==> src/rtl/mmio_periph.sv <==
// Memory-mapped peripheral: compare timer with interrupt, byte-wide TX FIFO drained
// over a valid/ready stream, and a RESULT register exported as the pass/fail value.
module mmio_periph #(
    parameter logic [31:0] BASE_ADDR  = 32'h0000_1000,
    parameter int          FIFO_DEPTH = 8
) (
    input  logic        clk,
    input  logic        rst,
    input  logic        ce_i,
    input  logic        we_i,
    input  logic [31:0] addr_i,
    input  logic [31:0] data_i,
    output logic [31:0] data_o,
    output logic        hit_o,
    output logic        irq_o,
    output logic        tx_valid_o,
    output logic [7:0]  tx_data_o,
    input  logic        tx_ready_i,
    output logic [31:0] verify_o
);

    localparam int PW = $clog2(FIFO_DEPTH);
    localparam int LW = PW + 1;

    localparam logic [2:0] OFF_CTRL    = 3'd0;
    localparam logic [2:0] OFF_COUNT   = 3'd1;
    localparam logic [2:0] OFF_COMPARE = 3'd2;
    localparam logic [2:0] OFF_STATUS  = 3'd3;
    localparam logic [2:0] OFF_TXDATA  = 3'd4;
    localparam logic [2:0] OFF_RESULT  = 3'd5;

    // Stream handshake: a byte moves on every rising edge where tx_valid_o and
    // tx_ready_i are both high; tx_data_o holds while valid is high and ready is low.

    logic        hit;
    logic        wr;
    logic [2:0]  off;

    logic [2:0]  ctrl_q, ctrl_d;
    logic [31:0] count_q, count_d;
    logic [31:0] compare_q, compare_d;
    logic        match_q, match_d;
    logic        ovf_q, ovf_d;
    logic [31:0] result_q, result_d;

    logic [7:0]    mem_q [FIFO_DEPTH];
    logic [PW-1:0] wr_ptr_q, wr_ptr_d;
    logic [PW-1:0] rd_ptr_q, rd_ptr_d;
    logic [LW-1:0] level_q, level_d;

    logic        en;
    logic        autoreload;
    logic        irqen;
    logic        match_now;
    logic        full;
    logic        empty;
    logic        push;
    logic        pop;
    logic        push_ok;
    logic        push_drop;
    logic [31:0] level_ext;
    logic [3:0]  level_field;
    logic [31:0] status_word;
    logic [31:0] rdata;

    // Decode is masked during reset so the read mux and hit_o stay quiet.
    assign off = addr_i[4:2];
    assign hit = rst & ce_i & (addr_i[31:5] == BASE_ADDR[31:5]);
    assign wr  = hit & we_i;

    assign en         = ctrl_q[0];
    assign autoreload = ctrl_q[1];
    assign irqen      = ctrl_q[2];
    assign match_now  = en & (count_q == compare_q);

    assign full      = (level_q == LW'(FIFO_DEPTH));
    assign empty     = (level_q == '0);
    assign pop       = ~empty & tx_ready_i;
    assign push      = wr & (off == OFF_TXDATA);
    assign push_ok   = push & (~full | pop);
    assign push_drop = push & full & ~pop;

    assign level_ext   = 32'(level_q);
    assign level_field = (level_ext > 32'd15) ? 4'hF : level_ext[3:0];
    assign status_word = {24'h0, level_field, ovf_q, empty, full, match_q};

    always_comb begin
        rdata = 32'h0;
        if (hit && !we_i) begin
            case (off)
                OFF_CTRL:    rdata = {29'h0, ctrl_q};
                OFF_COUNT:   rdata = count_q;
                OFF_COMPARE: rdata = compare_q;
                OFF_STATUS:  rdata = status_word;
                OFF_RESULT:  rdata = result_q;
                default:     rdata = 32'h0;
            endcase
        end
    end

    always_comb begin
        ctrl_d    = ctrl_q;
        compare_d = compare_q;
        result_d  = result_q;
        count_d   = count_q;
        match_d   = match_q;
        ovf_d     = ovf_q;

        if (wr && off == OFF_CTRL)    ctrl_d    = data_i[2:0];
        if (wr && off == OFF_COMPARE) compare_d = data_i;
        if (wr && off == OFF_RESULT)  result_d  = data_i;

        // A core write to COUNT beats both reload and increment.
        if (wr && off == OFF_COUNT)   count_d = data_i;
        else if (match_now && autoreload) count_d = 32'h0;
        else if (en)                  count_d = count_q + 32'd1;

        // W1C clears first so a coincident set event wins.
        if (wr && off == OFF_STATUS && data_i[0]) match_d = 1'b0;
        if (match_now)                            match_d = 1'b1;
        if (wr && off == OFF_STATUS && data_i[3]) ovf_d = 1'b0;
        if (push_drop)                            ovf_d = 1'b1;
    end

    always_comb begin
        wr_ptr_d = wr_ptr_q;
        rd_ptr_d = rd_ptr_q;
        level_d  = level_q;
        if (push_ok) wr_ptr_d = wr_ptr_q + PW'(1);
        if (pop)     rd_ptr_d = rd_ptr_q + PW'(1);
        if (push_ok && !pop)      level_d = level_q + LW'(1);
        else if (pop && !push_ok) level_d = level_q - LW'(1);
    end

    always_ff @(posedge clk or negedge rst) begin
        if (!rst) begin
            ctrl_q    <= 3'h0;
            count_q   <= 32'h0;
            compare_q <= 32'h0;
            match_q   <= 1'b0;
            ovf_q     <= 1'b0;
            result_q  <= 32'h0;
            wr_ptr_q  <= '0;
            rd_ptr_q  <= '0;
            level_q   <= '0;
        end else begin
            ctrl_q    <= ctrl_d;
            count_q   <= count_d;
            compare_q <= compare_d;
            match_q   <= match_d;
            ovf_q     <= ovf_d;
            result_q  <= result_d;
            wr_ptr_q  <= wr_ptr_d;
            rd_ptr_q  <= rd_ptr_d;
            level_q   <= level_d;
        end
    end

    always_ff @(posedge clk or negedge rst) begin
        if (!rst) begin
            for (int i = 0; i < FIFO_DEPTH; i++) mem_q[i] <= 8'h0;
        end else if (push_ok) begin
            mem_q[wr_ptr_q] <= data_i[7:0];
        end
    end

    assign data_o     = rdata;
    assign hit_o      = hit;
    assign irq_o      = match_q & irqen;
    assign tx_valid_o = ~empty;
    assign tx_data_o  = empty ? 8'h0 : mem_q[rd_ptr_q];
    assign verify_o   = result_q;

endmodule

==> config.mk <==
export PLATFORM = sky130hd
export DESIGN_NAME = mmio_periph
export DESIGN_NICKNAME = d
export VERILOG_FILES = /design/src/rtl/mmio_periph.sv
export SDC_FILE = /design/constraint.sdc
export NUM_CORES = 1
export LEC_CHECK = 0
export ABC_CLOCK_PERIOD_IN_PS = 4100
export BUFFER_PORTS_ARGS = -buffer_cell sky130_fd_sc_hd__buf_4
export CORE_ASPECT_RATIO = 1.5
export CORE_MARGIN = 2
export CORE_UTILIZATION = 25
export DETAILED_ROUTE_END_ITERATION = 7
export MAX_ROUTING_LAYER = met4
export PLACE_DENSITY = 0.41
export REMOVE_ABC_BUFFERS = 1
export SYNTH_ARGS = -nofsm -noshare
export SYNTH_HDL_FRONTEND = slang
export SYNTH_SLANG_ARGS = --single-unit
==> constraint.sdc <==
create_clock -name clk -period 4.1 [get_ports clk]
set_input_delay 0.82 -clock clk [delete_from_list [all_inputs] [get_ports clk]]
set_output_delay 0.82 -clock clk [all_outputs]
set_load 0.05 [all_outputs]
==> results.yml, run 1 <==
outcome:
  status: "completed"
floorplan:
  dieArea_um2: 40500
  io_pins: 144
  coreArea_um2: 38400
  dieWidth_um: 165
  start_util_pct: 25.3
  die_h_um: 245
  row_count: 88
layout:
  fin_area_um2: 11900
  area_growth_pct: 22.7
  diodes: 0
  fin_nets: 1073
  drive_gt1_share_pct: 35.9
  fin_util_pct: 31.0
synthesis:
  synth_top_area_cell: "dfrtp_1"
  postSynthAreaPerCell_um2: 11.0
  syn-instance-count: 882
  netlist.area_leader.share_pct: 45.1
  yosysMostFrequentCell: "dfrtp_1"
  ys_ff_latch: 175
  synth-edff-count: 0
  async_reset_ff_share_pct: 100
  synthTopCellsByArea: "dfrtp_1 (45%), mux2_2 (15%), mux4_2 (3.9%)"
  yosys-top-cells-count: "dfrtp_1 (175), mux2_2 (133), nor2_1 (84), clkbuf_1 (41), nor3_1 (41)"
  yosysSeqAreaShare_pct: 45.1
  synth_ff_type: "dfrtp_1"
  syn_area_um2: 9710
  synth.distinct_cells: 58
  ys_warn_count: 0
worst_setup_path:
  cp.required_ps: 3280
  slowest_delay_ps: 330
  cpMostUsedCell: "buf_4"
  cp_cell_sequence: "buf_4 -> nor4b_2 -> nand4_1 -> nor2_1 -> o211ai_1 -> buf_4 -> nor2_1 -> buf_4"
  critical_path.slowest_cell: "nor4b_2"
  ff2ff_setup_slack_ps: 1110
  cp.arrival_ps: 2520
  critPathKind: "in2out"
  endpoint_kind: "output port"
  crit_buf_inv: 3
  cp-start-kind: "primary input"
  path_max_fanout: 28
  cp_top_family: "simple AND/OR/NAND/NOR gates"
timing:
  min_period_ps: 3340
  finalHoldViolCount: 0
  rsz0062_at_grt: "false"
  max_freq_ghz: 0.300
  min_period_over_period_pct: 81.4
  slew_viol_final: 0
  skew_ps: 8.34
  max-slew-margin-rel_pct: 36.0
  setup_viol: 0
  worst_pin_slew_ps: 961
clock_network:
  cts-root-buf: "clkbuf_16"
  cts.clk_slew.worst_paths_ps: 70
  h-tree-depth: 4
  postCtsResizedCells: 0
  postCtsSetupRepairBufs: 0
  cts_max_path_buffers: 2
  cts_made_buffers: 17
  cts.sinks: 175
  postCtsHoldBufs: 0
  cts_tree: "done"
  insertion_delay_ps: 450
route:
  first_pass_iters: 4
  drc: 0
  wirelength_um: 30000
  drt_iter0_markers: 325
  vias_per_cell: 4.82
  via_count: 7243
  post_drt_wl_per_cell_um: 19.9
  postRouteAntennaNets: 0
job:
  maxCapViolations: 0
global_route:
  grt_antenna_before_repair: 0
  overflow: 0
  grt_usage_pct: 15.9
  grt_pass1_vias: 7605
  grt_max_degree: 72
  grt_first_pass_wirelength_um: 46800
pwr:
  p_per_area_nw_per_um2: 305
  ir_worst_vdd_mv: 0.228
  p_leak_nw: 5.26
placement:
  numPortBuffers: 141
  hpwlAfterDp_um: 22300
  place_area_um2: 11300
  gp_congestion: 0.832
hold_path:
  hp-class: "reg2reg"
## power by group
| part | leakage [nW] | total [mW] | switching (mW) | internal [mW] |
|---|---|---|---|---|
| sequential | 2.27 | 1.73 | 0.00000103 | 1.73 |
| combinational | 2.70 | 0.192 | 0.122 | 0.0700 |
| clock | 0.289 | 1.71 | 0.739 | 0.973 |
## path summary, 6_finish.rpt
path | end | startpoint | depth (start not counted)
max | data_o[4] | addr_i[10] | 8
min | mem_q[24]$_DFFE_PN0P_ | mem_q[24]$_DFFE_PN0P_ | 1
max reg2reg | level_q[3]$_DFFE_PN0P_ | level_q[0]$_DFFE_PN0P_ | 11
min reg2reg | mem_q[24]$_DFFE_PN0P_ | mem_q[24]$_DFFE_PN0P_ | 1
max in group asynchronous | mem_q[16]$_DFFE_PN0P_ | rst | 4
min in group asynchronous | mem_q[50]$_DFFE_PN0P_ | rst | 2
## layout make-up
cell class              instances  area [um^2]
clock buffers                  18          439
inverters                      14         52.6
repair buffers                160         1230
well taps                     495          619
fillers                      3992        26500
flip-flops and latches        175         4380
clock inverters                13          163
multi-input cells             629         5040
## registers in the layout, summed over array words and instances, names as in the netlist
signal / flops
verify_o: 32
rd_ptr_q: 3
match_q: 1
compare_q: 32
wr_ptr_q: 3
count_q: 32
mem_q: 64
ovf_q: 1
ctrl_q: 3
level_q: 4
## layout by cell type (no fill, tap or decap), drive strengths merged, types with 17 or more instances in the layout
master	n
nand2b	18
xor2	40
mux4	17
nand2	26
nor3	43
nor2	85
nor4	25
mux2	136
xnor2	18
dfrtp	175
clkbuf	18
buf	160
a21oi	28
a21o	32
a22oi	29
nand4	29
## per-layer routing
| metal | wire, um | vias up | GRT usage, % |
|---|---|---|---|
| met5 | 0 | - | - |
| met4 | 629 | 0 | 4.83 |
| met3 | 994 | 35 | 2.88 |
| met2 | 16300 | 123 | 28.6 |
| met1 | 12000 | 3656 | 17.8 |
| li1 | - | 3429 | - |
## per-stage QoR
step                      setup TNS [ps]  setup WS [ps]  cells  power [mW]  hold slack (ps)
final                                  0            763   1504        3.63              493
after global routing                   0            526   1504        3.79              516
after CTS                              0            693   1504        3.70              491
after detailed placement               0            622   1473        1.96              475
after global placement                 0            636   1473        1.96              467
after floorplan                   -14820           -463    818        1.80              453
## kinds of logic (layout without fill, tap and decap cells)
family	count (synthesis)	after routing	share of synthesized area, %
simple gates	283	283	16.3
flops	175	175	45.1
mux	167	167	21.2
compound gates	114	114	7.96
buf+inv	78	205	3.30
xor+xnor	58	58	5.23
fa+ha+maj	7	7	0.979
Note: power is estimated with default switching activity, not from simulation.
==> run 2, diff against run 1 <==
- ABC_CLOCK_PERIOD_IN_PS: 4100 -> 2900
- PLACE_DENSITY: 0.41 -> 0.43
- clock period: 4.1 -> 2.9 ns (I/O delays scaled with it)
==> run 2 against run 1 <==
Net effect: clock power is 43% higher; worst setup slack worse by 700 ps; largest power group unchanged; register-to-register slack lost 820 ps; global-route usage is 0.59 points higher; critical path depth increased by 2; wire length is 6.0% higher; die area stayed put; non-clock buffer count grew 45; clock-buffer cell count shrank 1; power up 42%.
==> results.yml, run 2 (synthesis gave the netlist of run 1 again) <==
timing:
  finalHoldViolCount: 0
  max-slew-margin-rel_pct: 35.8
  tns_ps: 0
  rsz0062_at_grt: "true"
  skew_ps: 12.4
  min_period_over_period_pct: 97.8
  setup_viol: 0
  max_freq_ghz: 0.353
  min_period_ps: 2830
  worst_pin_slew_ps: 963
  slew_viol_final: 0
route:
  drc: 0
  post_drt_wl_per_cell_um: 20.5
  via_count: 7528
  postRouteAntennaNets: 0
  drt_iter0_markers: 306
  first_pass_iters: 4
  vias_per_cell: 4.85
  wirelength_um: 31800
floorplan:
  io_pins: 144
  dieWidth_um: 165
  coreArea_um2: 38400
  die_h_um: 245
  start_util_pct: 25.3
  row_count: 88
  dieArea_um2: 40500
worst_setup_path:
  cp.required_ps: 2320
  cp.arrival_ps: 2250
  critPathKind: "in2out"
  cp-start-kind: "primary input"
  path_max_fanout: 14
  endpoint_kind: "output port"
pwr:
  p_per_area_nw_per_um2: 413
  p_leak_nw: 5.56
  ir_worst_vdd_mv: 0.289
layout:
  mostFrequentLayoutCells: "buf_4 (179), dfrtp_1 (175), mux2_2 (133), nor2_1 (82), nor3_1 (41)"
  final_common_cell: "buf_4"
  area_growth_pct: 28.8
  top_register: "mem_q"
  largest_reg_flops: 64
  instances_no_fill: 1551
  fin_nets: 1118
  drive_gt1_share_pct: 39.1
clock_network:
  cts-root-buf: "clkbuf_16"
  cts_max_path_buffers: 2
  cts_made_buffers: 17
  insertion_delay_ps: 460
  cts_tree: "done"
  cts.sinks: 175
  postCtsHoldBufs: 0
  cts.clk_slew.worst_paths_ps: 70
  h-tree-depth: 4
hold_path:
  hp-class: "in2async"
global_route:
  grt_max_degree: 72
  grt_antenna_before_repair: 1
  grt_first_pass_wirelength_um: 48500
  overflow: 0
  grt_pass1_vias: 8038
  grt_usage_pct: 16.5
placement:
  numPortBuffers: 141
  dpl.cell_count: 1514
  hpwlAfterDp_um: 23400
  gp_congestion: 0.823
job:
  maxCapViolations: 0
outcome:
  status: "completed"
## run 2: cell count changes in the layout (fill, tap and decap cells not counted), sizes merged
cell	delta
buf	+44
diode	+1
bufinv	-2
clkinvlp	-3
clkinv	-3
inv	+10
## run 2: path summary, 6_finish.rpt
check	start	end	slack [ps]	depth (start not counted)
max reg2reg	level_q[0]$_DFFE_PN0P_	level_q[3]$_DFFE_PN0P_	290	12
max	addr_i[22]	data_o[31]	70	10
min reg2reg	mem_q[24]$_DFFE_PN0P_	mem_q[24]$_DFFE_PN0P_	490	1
max in group asynchronous	rst	compare_q[25]$_DFFE_PN0P_	1160	4
min in group clk	data_i[20]	count_q[20]$_DFFE_PN0P_	340	2
min	rst	mem_q[53]$_DFFE_PN0P_	60	2
## run 2: timing repair
item | 4_1_cts | 5_1_grt
cloned | 0 | 1
setup buffers | 1 | 2
setup endpoints to repair | 1 | 32
pin swaps | 0 | 4
resized for setup | 0 | 21
## run 2: critical path, cell delays in order
cell and delay [ps]:
buf_4 120, nor4_4 320, nand4_1 140, nor2_1 110, buf_4 140, o211ai_1 160, buf_4 200, buf_8 160
nor2_1 150, buf_6 170
## run 2: area by class of cell
class,count,area [um^2]
sequential,175,4380
clock buffer,17,425
clock inverter,15,183
inverter,14,52.6
timing repair buffer,205,1770
antenna,1,2.50
tap,495,619
fill,3964,25900
multi-input combinational,629,5080
## run 2: routing by layer
layer / vias to the layer above / part of all wire (%) / track usage (%)
met3: 30 / 3.4 / 2.65
met1: 3851 / 39 / 18.5
met5: - / 0 / -
met4: 0 / 1.6 / 4.45
li1: 3518 / - / -
met2: 129 / 56 / 30.1
## run 2: stage by stage
stage                     area, um^2  hold WS (ps)  setup slack, ps  power, mW  utilization, %
after global routing           12500          45.9            -49.3       5.39            32.5
after detailed placement       11800           476             -123       2.79            30.6
after CTS                      12400          57.3             39.9       5.27            32.2
after floorplan                 9450           284            -1180       2.55               -
after global placement         11800           467             -131       2.79            30.6
final                          12500          60.3             65.2       5.17            32.5
## run 2: power by group
| group | switching (mW) | total, mW | internal, mW | leakage [nW] |
|---|---|---|---|---|
| sequential | 0.000000983 | 2.44 | 2.44 | 2.27 |
| clock | 1.18 | 2.44 | 1.25 | 0.301 |
| combinational | 0.183 | 0.295 | 0.112 | 2.99 |
==> run 3, diff against run 2 <==
--- a/config.mk
+++ b/config.mk
@@ -14,4 +14,5 @@
 export MAX_ROUTING_LAYER = met4
-export PLACE_DENSITY = 0.43
+export PLACE_DENSITY = 0.48
 export REMOVE_ABC_BUFFERS = 1
+export SLEW_MARGIN = 20
 export SYNTH_ARGS = -nofsm -noshare
==> constraint.sdc (replaced) <==
create_clock -name clk -period 2.9 [get_ports clk]
set_input_delay 0.435 -clock clk [delete_from_list [all_inputs] [get_ports clk]]
set_output_delay 0.435 -clock clk [all_outputs]
set_load 0.05 [all_outputs]
==> run 3 against run 2 <==
Net effect: combinational power is 5% lower; hold slack better by 25 ps; first-iteration DRC count grew 10%; sequential power barely moved; via count about the same; final cell count is 0.45% lower; register-to-register slack got worse by 70 ps; clock-buffer cell count is 1 higher; power fell by 4.7%; sequential cell count unchanged; critical path type is now reg2out; critical endpoint is now data_o[2]; highest routed layer unchanged.
==> results.yml, run 3 (synthesis gave the netlist of run 1 again) <==
timing:
  worst_pin_slew_ps: 798
  layout_setup_ws_ps: 146
  finalHoldViolCount: 0
  skew_ps: 11.9
  slew_viol_final: 0
  rsz0062_at_grt: "false"
  max_freq_ghz: 0.363
  setup_viol: 0
  holdWs_ps: 85.4
  min_period_ps: 2750
  max-slew-margin-rel_pct: 46.8
  min_period_over_period_pct: 95.0
pwr:
  ir_worst_vdd_mv: 0.315
  p_per_area_nw_per_um2: 404
  p_leak_nw: 5.43
  internal_power_mw: 3.65
  pwr-share-comb_pct: 5.7
  seqPwrFrac_pct: 49.5
  netSwitchingPower_mw: 1.28
  swShare_pct: 25.9
  pwr-share-clk_pct: 44.8
worst_setup_path:
  r2r_start: "level_q[0]$_DFFE_PN0P_"
  cp.arrival_ps: 2320
  ff2ff_setup_slack_ps: 220
  cp.required_ps: 2470
  cp-start-kind: "register"
  path_max_fanout: 9
  critPathKind: "reg2out"
  endpoint_kind: "output port"
  rr_worst_depth: 12
  timing.rr.end: "level_q[3]$_DFFE_PN0P_"
placement:
  numPortBuffers: 141
  gp_congestion: 0.847
  dp_slack_ps: 17.2
  hpwlAfterDp_um: 22700
layout:
  area_growth_pct: 25.7
  final_common_cell: "buf_4"
  top_register: "mem_q"
  mostFrequentLayoutCells: "buf_4 (190), dfrtp_1 (175), mux2_2 (133), nor2_1 (84), nor3_1 (41)"
  num-fill-cells: 4007
  fin_nets: 1111
  drive_gt1_share_pct: 38.2
  largest_reg_flops: 64
clock_network:
  postCtsResizedCells: 0
  postCtsSetupRepairBufs: 0
  cts-root-buf: "clkbuf_16"
  cts_made_buffers: 17
  postCtsHoldBufs: 0
  cts_max_path_buffers: 2
  cts_tree: "done"
  cts.clk_slew.worst_paths_ps: 70
  insertion_delay_ps: 460
  h-tree-depth: 4
  cts.sinks: 175
floorplan:
  die_h_um: 245
  dieWidth_um: 165
  dieArea_um2: 40500
  io_pins: 144
  coreArea_um2: 38400
  start_util_pct: 25.3
  row_count: 88
global_route:
  overflow: 0
  grt_antenna_before_repair: 0
  grt_usage_pct: 16.1
  grt_first_pass_wirelength_um: 47400
  grt_max_degree: 131
  grt_pass1_vias: 7818
route:
  drc: 0
  post_drt_wl_per_cell_um: 19.8
  postRouteAntennaNets: 0
  wirelength_um: 30600
  drt_iter0_markers: 337
  first_pass_iters: 6
  vias_per_cell: 4.87
  via_count: 7526
hold_path:
  hp-class: "in2async"
outcome:
  status: "completed"
job:
  maxCapViolations: 0
[run 3: changes by cell type in the layout (fill, tap and decap cells not counted), moves of 2 or more]
cell	before	now
nor2_2	3	1
clkinvlp_4	0	4
clkinv_2	0	2
inv_8	6	0
clkinv_4	1	4
buf_12	14	7
nor2_1	82	84
buf_4	179	190
nor4_1	18	20
buf_6	10	1
[run 3: worst max-delay path: stages (launching register included)]
cell,delay (ps)
dfrtp_1,380
buf_4,160
nor4_2,370
buf_4,290
mux4_2,280
a22oi_1,80
nor2_1,110
buf_4,210
[run 3: worst max-delay path by stage]
stage                                 from  cells after the start                     end  slack (ps)
CTS                 level_q[1]$_DFFE_PN0P_                      7               data_o[2]          90
global route        level_q[1]$_DFFE_PN0P_                     12  level_q[3]$_DFFE_PN0P_          40
detailed placement              addr_i[10]                     14  level_q[3]$_DFFE_PN0P_          20
global placement                addr_i[10]                     14  level_q[3]$_DFFE_PN0P_          20
floorplan                       addr_i[10]                      5               data_o[0]        -890
finish              level_q[1]$_DFFE_PN0P_                      7               data_o[2]         150
[run 3: final cells by class]
cell class | instances | area (um^2) | area share [%]
multi-input cells | 629 | 5040 | 41.3
flip-flops and latches | 175 | 4380 | 35.9
repair buffers | 198 | 1580 | 12.9
well taps | 495 | 619 | 5.07
clock buffers | 18 | 429 | 3.52
clock inverters | 14 | 110 | 0.902
inverters | 14 | 52.6 | 0.430
diodes | 1 | 2.50 | 0.0205
[run 3: per-layer routing]
| layer | wire length (um) | global-route usage [%] |
|---|---|---|
| met3 | 1120 | 2.16 |
| met4 | 495 | 4.58 |
| met5 | 0 | - |
| met2 | 17100 | 29.6 |
| met1 | 11900 | 18.1 |
[run 3: through the flow]
step | total power, mW | instance area (um^2) | utilization, % | std cells | TNS [ps]
finish | 4.93 | 12200 | 31.8 | 1544 | 0
global route | 5.11 | 12200 | 31.8 | 1543 | 0
CTS | 5.00 | 12200 | 31.8 | 1543 | 0
detailed placement | 2.78 | 11700 | 30.4 | 1511 | 0
global placement | 2.78 | 11700 | 30.4 | 1511 | 0
floorplan | 2.55 | 9450 | - | 818 | -56600
[run 3: power groups by stage]
stage | clock [mW] | sequential [mW] | combinational [mW]
finish | 2.21 | 2.44 | 0.280
global route | 2.36 | 2.44 | 0.314
CTS | 2.27 | 2.44 | 0.292
detailed placement | 0 | 2.49 | 0.291
global placement | 0 | 2.49 | 0.289
floorplan | 0 | 2.49 | 0.0610
